File: config.mk
export PLATFORM = sky130hd
export DESIGN_NAME = imm_encoder_flat
export DESIGN_NICKNAME = d
export VERILOG_FILES = /design/src/rtl/imm_encoder_if.sv /design/src/rtl/imm_encoder.sv /design/src/flat_wrapper.sv
export SDC_FILE = /design/constraint.sdc
export NUM_CORES = 1
export LEC_CHECK = 0
export BUFFER_PORTS_ARGS = -buffer_cell sky130_fd_sc_hd__buf_2
export CORE_AREA = 5 5 139 141
export CTS_BUF_LIST = sky130_fd_sc_hd__clkbuf_8
export CTS_CLUSTER_SIZE = 20
export DETAILED_ROUTE_END_ITERATION = 12
export DIE_AREA = 0 0 144 146
export SYNTH_ARGS = -nofsm -noshare
export SYNTH_HDL_FRONTEND = slang
export SYNTH_SLANG_ARGS = --single-unit
File: constraint.sdc
create_clock -name clk -period 2.59 [get_ports clk]
set_input_delay 0.259 -clock clk [delete_from_list [all_inputs] [get_ports clk]]
set_output_delay 0.259 -clock clk [all_outputs]
set_load 0.01 [all_outputs]
File: src/rtl/imm_encoder_if.sv
// Request and instruction-word streams of the immediate encoder.
interface imm_encoder_if;
  logic        req_valid;
  logic        req_ready;
  logic [2:0]  req_kind;
  logic [6:0]  req_opcode;
  logic [2:0]  req_funct3;
  logic [4:0]  req_rd;
  logic [4:0]  req_rs1;
  logic [4:0]  req_rs2;
  logic [31:0] req_imm;
  logic        out_valid;
  logic        out_ready;
  logic [31:0] out_inst;
  logic        out_last;

  // Producer of requests / consumer of instruction words.
  modport master (
    output req_valid, req_kind, req_opcode, req_funct3, req_rd, req_rs1, req_rs2, req_imm,
    output out_ready,
    input  req_ready, out_valid, out_inst, out_last
  );

  // The encoder itself.
  modport slave (
    input  req_valid, req_kind, req_opcode, req_funct3, req_rd, req_rs1, req_rs2, req_imm,
    input  out_ready,
    output req_ready, out_valid, out_inst, out_last
  );
endinterface

File: src/rtl/imm_encoder.sv
// Range-checks an immediate, scatters it into an RV32I instruction format and
// streams the word out; expands LI into ADDI or LUI+ADDI.
module imm_encoder #(
  parameter int unsigned ERR_CNT_W  = 8,
  parameter int unsigned LI_COMPACT = 1
) (
  input  logic                 clk,
  input  logic                 rst_n,
  imm_encoder_if.slave         bus,
  output logic                 err,
  output logic [ERR_CNT_W-1:0] err_cnt
);

  typedef enum logic [1:0] {IDLE, EMIT1, EMIT2} state_t;
  typedef enum logic [2:0] {
    K_I = 3'b000, K_S = 3'b001, K_B = 3'b010, K_U = 3'b011, K_J = 3'b100, K_LI = 3'b101
  } kind_t;

  localparam logic [6:0] OP_ADDI = 7'b0010011;
  localparam logic [6:0] OP_LUI  = 7'b0110111;

  state_t                state_q, state_d;
  logic [31:0]           inst_q, inst_d;
  logic [31:0]           word2_q, word2_d;
  logic                  last_q, last_d;
  logic                  err_q, err_d;
  logic [ERR_CNT_W-1:0]  err_cnt_q, err_cnt_d;

  logic [31:0] imm;
  logic [31:0] li_sum;
  logic        fits12, fits13, fits21;
  logic        legal, two_word;
  logic [31:0] word1, word2;
  logic        accept;

  assign imm    = bus.req_imm;
  assign li_sum = imm + 32'h0000_0800;
  // Sign-bit runs: the value fits an N-bit signed field when bits [31:N-1] agree.
  assign fits12 = (&imm[31:11]) | ~(|imm[31:11]);
  assign fits13 = (&imm[31:12]) | ~(|imm[31:12]);
  assign fits21 = (&imm[31:20]) | ~(|imm[31:20]);

  assign accept        = bus.req_valid & (state_q == IDLE);
  assign bus.req_ready = (state_q == IDLE);
  assign bus.out_valid = (state_q != IDLE);
  assign bus.out_inst  = inst_q;
  assign bus.out_last  = last_q;
  assign err           = err_q;
  assign err_cnt       = err_cnt_q;

  // Legality and the word(s) a request encodes to.
  always_comb begin
    legal    = 1'b0;
    two_word = 1'b0;
    word1    = '0;
    word2    = '0;
    case (bus.req_kind)
      K_I: begin
        legal = fits12;
        word1 = {imm[11:0], bus.req_rs1, bus.req_funct3, bus.req_rd, bus.req_opcode};
      end
      K_S: begin
        legal = fits12;
        word1 = {imm[11:5], bus.req_rs2, bus.req_rs1, bus.req_funct3, imm[4:0], bus.req_opcode};
      end
      K_B: begin
        // fits13 allows up to 4095; the even-ness test caps it at 4094.
        legal = fits13 & ~imm[0];
        word1 = {imm[12], imm[10:5], bus.req_rs2, bus.req_rs1, bus.req_funct3,
                 imm[4:1], imm[11], bus.req_opcode};
      end
      K_U: begin
        legal = ~(|imm[11:0]);
        word1 = {imm[31:12], bus.req_rd, bus.req_opcode};
      end
      K_J: begin
        legal = fits21 & ~imm[0];
        word1 = {imm[20], imm[10:1], imm[11], imm[19:12], bus.req_rd, bus.req_opcode};
      end
      K_LI: begin
        legal = 1'b1;
        if ((LI_COMPACT != 0) && fits12) begin
          word1 = {imm[11:0], 5'd0, 3'b000, bus.req_rd, OP_ADDI};
        end else begin
          // Rounding by 0x800 pre-compensates the sign extension of the ADDI low part.
          two_word = 1'b1;
          word1    = {li_sum[31:12], bus.req_rd, OP_LUI};
          word2    = {imm[11:0], bus.req_rd, 3'b000, bus.req_rd, OP_ADDI};
        end
      end
      default: legal = 1'b0;
    endcase
  end

  // Next-state, output-word and error-counter logic.
  always_comb begin
    state_d   = state_q;
    inst_d    = inst_q;
    word2_d   = word2_q;
    last_d    = last_q;
    err_d     = 1'b0;
    err_cnt_d = err_cnt_q;
    case (state_q)
      IDLE: begin
        if (accept) begin
          if (legal) begin
            state_d = EMIT1;
            inst_d  = word1;
            word2_d = word2;
            last_d  = ~two_word;
          end else begin
            err_d = 1'b1;
            if (err_cnt_q != '1) err_cnt_d = err_cnt_q + 1'b1;
          end
        end
      end
      EMIT1: begin
        if (bus.out_ready) begin
          if (!last_q) begin
            state_d = EMIT2;
            inst_d  = word2_q;
            last_d  = 1'b1;
          end else begin
            state_d = IDLE;
            last_d  = 1'b0;
          end
        end
      end
      EMIT2: begin
        if (bus.out_ready) begin
          state_d = IDLE;
          last_d  = 1'b0;
        end
      end
      default: state_d = IDLE;
    endcase
  end

  // State and registered outputs.
  always_ff @(posedge clk or negedge rst_n) begin
    if (!rst_n) begin
      state_q   <= IDLE;
      inst_q    <= '0;
      word2_q   <= '0;
      last_q    <= 1'b0;
      err_q     <= 1'b0;
      err_cnt_q <= '0;
    end else begin
      state_q   <= state_d;
      inst_q    <= inst_d;
      word2_q   <= word2_d;
      last_q    <= last_d;
      err_q     <= err_d;
      err_cnt_q <= err_cnt_d;
    end
  end

endmodule

File: src/flat_wrapper.sv
// flat-port wrapper written by rule: the top's interface ports become plain ports
module imm_encoder_flat 
#(
  parameter int unsigned ERR_CNT_W  = 8,
  parameter int unsigned LI_COMPACT = 1
)
  (clk, rst_n, err, err_cnt, bus_req_valid, bus_req_kind, bus_req_opcode, bus_req_funct3, bus_req_rd, bus_req_rs1, bus_req_rs2, bus_req_imm, bus_out_ready, bus_req_ready, bus_out_valid, bus_out_inst, bus_out_last);
  imm_encoder_if bus_i ();
  input  logic clk;
  input  logic rst_n;
  output logic err;
  output logic [ERR_CNT_W-1:0] err_cnt;
  input wire logic [$bits(bus_i.req_valid)-1:0] bus_req_valid;
  input wire logic [$bits(bus_i.req_kind)-1:0] bus_req_kind;
  input wire logic [$bits(bus_i.req_opcode)-1:0] bus_req_opcode;
  input wire logic [$bits(bus_i.req_funct3)-1:0] bus_req_funct3;
  input wire logic [$bits(bus_i.req_rd)-1:0] bus_req_rd;
  input wire logic [$bits(bus_i.req_rs1)-1:0] bus_req_rs1;
  input wire logic [$bits(bus_i.req_rs2)-1:0] bus_req_rs2;
  input wire logic [$bits(bus_i.req_imm)-1:0] bus_req_imm;
  input wire logic [$bits(bus_i.out_ready)-1:0] bus_out_ready;
  output wire logic [$bits(bus_i.req_ready)-1:0] bus_req_ready;
  output wire logic [$bits(bus_i.out_valid)-1:0] bus_out_valid;
  output wire logic [$bits(bus_i.out_inst)-1:0] bus_out_inst;
  output wire logic [$bits(bus_i.out_last)-1:0] bus_out_last;
  assign bus_i.req_valid = bus_req_valid;
  assign bus_i.req_kind = bus_req_kind;
  assign bus_i.req_opcode = bus_req_opcode;
  assign bus_i.req_funct3 = bus_req_funct3;
  assign bus_i.req_rd = bus_req_rd;
  assign bus_i.req_rs1 = bus_req_rs1;
  assign bus_i.req_rs2 = bus_req_rs2;
  assign bus_i.req_imm = bus_req_imm;
  assign bus_i.out_ready = bus_out_ready;
  assign bus_req_ready = bus_i.req_ready;
  assign bus_out_valid = bus_i.out_valid;
  assign bus_out_inst = bus_i.out_inst;
  assign bus_out_last = bus_i.out_last;
  imm_encoder #(.ERR_CNT_W(ERR_CNT_W), .LI_COMPACT(LI_COMPACT)) u_core (.clk(clk), .rst_n(rst_n), .bus(bus_i), .err(err), .err_cnt(err_cnt));
endmodule
==> impl_metrics.tcl <==
set metrics [dict create \
    worstPathCellList "inv_1 -> ha_2 -> nor2b_2 -> a22o_1 -> nand3_1 -> a2bb2oi_2 -> nand2_1 -> buf_12 -> mux2_2" \
    row_count 49 \
    synth-compound-area-share 0.2451 \
    p_leak_nw 2.614 \
    setup_tns_ns 0 \
    gp_congestion 0.9505 \
    clkLatencyLatePin_ns 0.37 \
    powerDensity_nw_per_um2 841.0 \
    p_int_mw 2.854 \
    synthDistinctLibCells 60 \
    floorplan.initialDensity 0.2457 \
    cp-end-kind "flip-flop" \
    skew_ns 0.009697 \
    ys_seq_area_frac 0.3539 \
    port_buffers 107 \
    drive_above_1_share 0.3302 \
    ys_warn_count 0 \
    tightest_slew_ns 0.7416 \
    ys.flop_type "dfrtp_1" \
    viasPerCell 5.208 \
    startpoint_type "flip-flop" \
    multiInputGateArea_um2 2648 \
    rsz0062_at_grt "no" \
    die_area_um2 21020 \
    synthMuxAreaShare 0.1116 \
    crit_type "flip-flop to flip-flop" \
    finalCritPeriodShare 0.9285 \
    power_frac_comb 0.486 \
    grt-ovfl-total 0 \
    critical_path.slowest_cell "dfrtp_1" \
    die_x_um 144 \
    design.core.area_um2 17840 \
    grt_pass1_vias 4409 \
    ys_ff_latch 62 \
    drv_slew 0 \
    numCtsBuffers 9 \
    fin_util 0.3208 \
    final-hold-violation-count 0 \
    synth_adder_area_share 0.01998 \
    avgSynthCellArea_um2 8.733 \
    cts-root-buf "clkbuf_8" \
    antenna_cells 0 \
    die_h_um 146 \
    cts.sinks 62 \
    antenna_found_initial 1 \
    power_switching_mw 1.959 \
    htreeDepth 3 \
    cpPeakStageDelay_ns 0.42 \
    fmax_mhz 415.8 \
    synth_nets 573 \
    fin_crit_ns 2.405 \
    vias 4536 \
    drc 0 \
    drtAntennaViolNets 0 \
    cts_setup_buffers 0 \
    cp_max_fo 23 \
    area_growth_pct 30.54 \
    drt-total-wl_um 16700 \
    finalNetCount 708 \
    synth_xor_area_frac 0.03396 \
    fill_cells 1902 \
    seqPwrFrac 0.302 \
    clockBufferDepth 2 \
    first_pass_iters 9 \
    dp_hpwl_um 13220 \
    power.total_mw 4.813 \
    synthSimpleGateAreaFrac 0.1889 \
    synthArstFlopShare 1.000 \
    synthCells 502 \
    mostFrequentLayoutCells "buf_2 (107), dfrtp_1 (62), nand2_1 (53)" \
    slew_headroom 0.5056 \
    cp.required_ns 2.84 \
    synth_top_family_by_area "compound AO/OA/AOI/OAI gates" \
    routedWlPerCell_um 19.18 \
    status "complete, no violations" \
    min_path_type "primary input to flip-flop" \
    ioPinCount 108 \
    cts_tree "built" \
    syn_area_um2 4384 \
    first_iter_violations 387 \
    clk_pin_slew_worst_paths_ns 0.08 \
    power_frac_clock 0.212 \
    vdd_drop_max_v 0.0004528 \
    area.sequential_um2 1551 \
    maxCapViolCount 0 \
    mostFrequentLayoutCell "buf_2" \
    final-setup-viol-count 0 \
    grt_pass1_wl_um 25840 \
    critical_path_arrival_ns 2.65 \
    grt_usage 0.1600 \
    swShare 0.4071 \
    grt_max_degree 37 \
    synth-edff-count 0 \
]
[layer usage]
layer	global-route usage	up-vias	wire, um
li1	-	2150	-
met2	0.2402	216	7455
met5	0	-	7
met1	0.2271	2154	7423
met4	0.03154	2	201
met3	0.04962	14	1615
[registers in the layout, summed over array words and instances (netlist names)]
name / flops
u_core.word2_q: 18
u_core.state_q: 2
u_core.err: 1
u_core.bus.out_inst: 32
u_core.err_cnt: 8
u_core.bus.out_last: 1
[per-stage QoR]
step / instance area (um2) / worst slack, ns / std cells / hold slack (ns)
3_3_place_gp: 5475 / 0.07483 / 854 / 0.3549
5_1_grt: 5723 / 0.05851 / 871 / 0.1375
2_1_floorplan: 4384 / 0.09175 / 502 / -0.03659
4_1_cts: 5712 / 0.09779 / 871 / 0.1141
6_report: 5723 / 0.1852 / 871 / 0.1295
3_5_place_dp: 5475 / 0.06073 / 854 / 0.3624
[cells by family (layout without fill, tap and decap cells)]
group,after synthesis,in the layout
adder cells (fa/ha/maj),7,7
AO/OA/AOI/OAI,158,158
multiplexers,44,44
flip-flops,62,62
XOR/XNOR,17,17
buffers and inverters,49,189
AND/OR/NAND/NOR,165,165
[worst paths after layout]
check / startpoint / endpoint / slack, ns / cells after the start
worst max-delay path: u_core.state_q[1] / u_core.bus.out_inst[24] / 0.19 / 9
max in group asynchronous: rst_n / u_core.err_cnt[7] / 1.45 / 3
worst min register to register: u_core.err_cnt[5] / u_core.err_cnt[5] / 0.49 / 1
worst min-delay path: bus_req_opcode[3] / u_core.bus.out_inst[3] / 0.13 / 3
worst max register to register: u_core.state_q[1] / u_core.bus.out_inst[24] / 0.19 / 9
min in group asynchronous: rst_n / u_core.bus.out_inst[10] / 0.49 / 2
[repair_timing]
| item | CTS | global route |
|---|---|---|
| gates resized for setup | 0 | 3 |
| endpoints found under the setup margin | 0 | 28 |
| hold endpoints to repair | 26 | 0 |
| hold buffers | 1 | 0 |
[synthesized netlist by cell type, drive strengths merged (8+ instances only)]
| master | number | area [um2] |
|---|---|---|
| dfrtp | 62 | 1551 |
| nand2 | 53 | 198.9 |
| o21ai | 45 | 225.2 |
| mux2 | 39 | 439.2 |
| a21oi | 24 | 120.1 |
| clkbuf | 22 | 82.58 |
| o31ai | 22 | 165.2 |
| nand3 | 21 | 110.1 |
| nor2 | 18 | 67.56 |
| inv | 16 | 60.06 |
| nor3 | 15 | 75.07 |
| xnor2 | 15 | 131.4 |
| a22oi | 14 | 105.1 |
| nand4 | 13 | 81.33 |
| nor4 | 12 | 75.07 |
| buf | 11 | 61.31 |
| o22ai | 8 | 56.30 |
[area by class of cell]
cell class,instances,area share
Inverter,16,0.01049
Clock buffer,9,0.02164
Clock inverter,7,0.01793
Multi-Input combinational cell,391,0.4626
Timing Repair Buffer,157,0.1662
Tap cell,229,0.05007
Sequential cell,62,0.2711
[critical path, delay by kind of cell (launching register included)]
kind	cells	cell delay, ns
adder cells (fa/ha/maj)	1	0.26
multiplexers	1	0.35
flip-flops	1	0.42
AO/OA/AOI/OAI	2	0.45
AND/OR/NAND/NOR	3	0.49
buffers and inverters	2	0.30
[power groups by stage]
stage                     logic [mW]  clock network [mW]  registers, mW
final                           2.34                1.02           1.45
after global routing            2.57                1.10           1.49
after CTS                       2.36                1.05           1.45
after detailed placement        2.35                   0           1.47
after global placement          2.33                   0           1.47
after floorplan                 1.32                   0           1.56
Power figures use the tool's default switching activity.
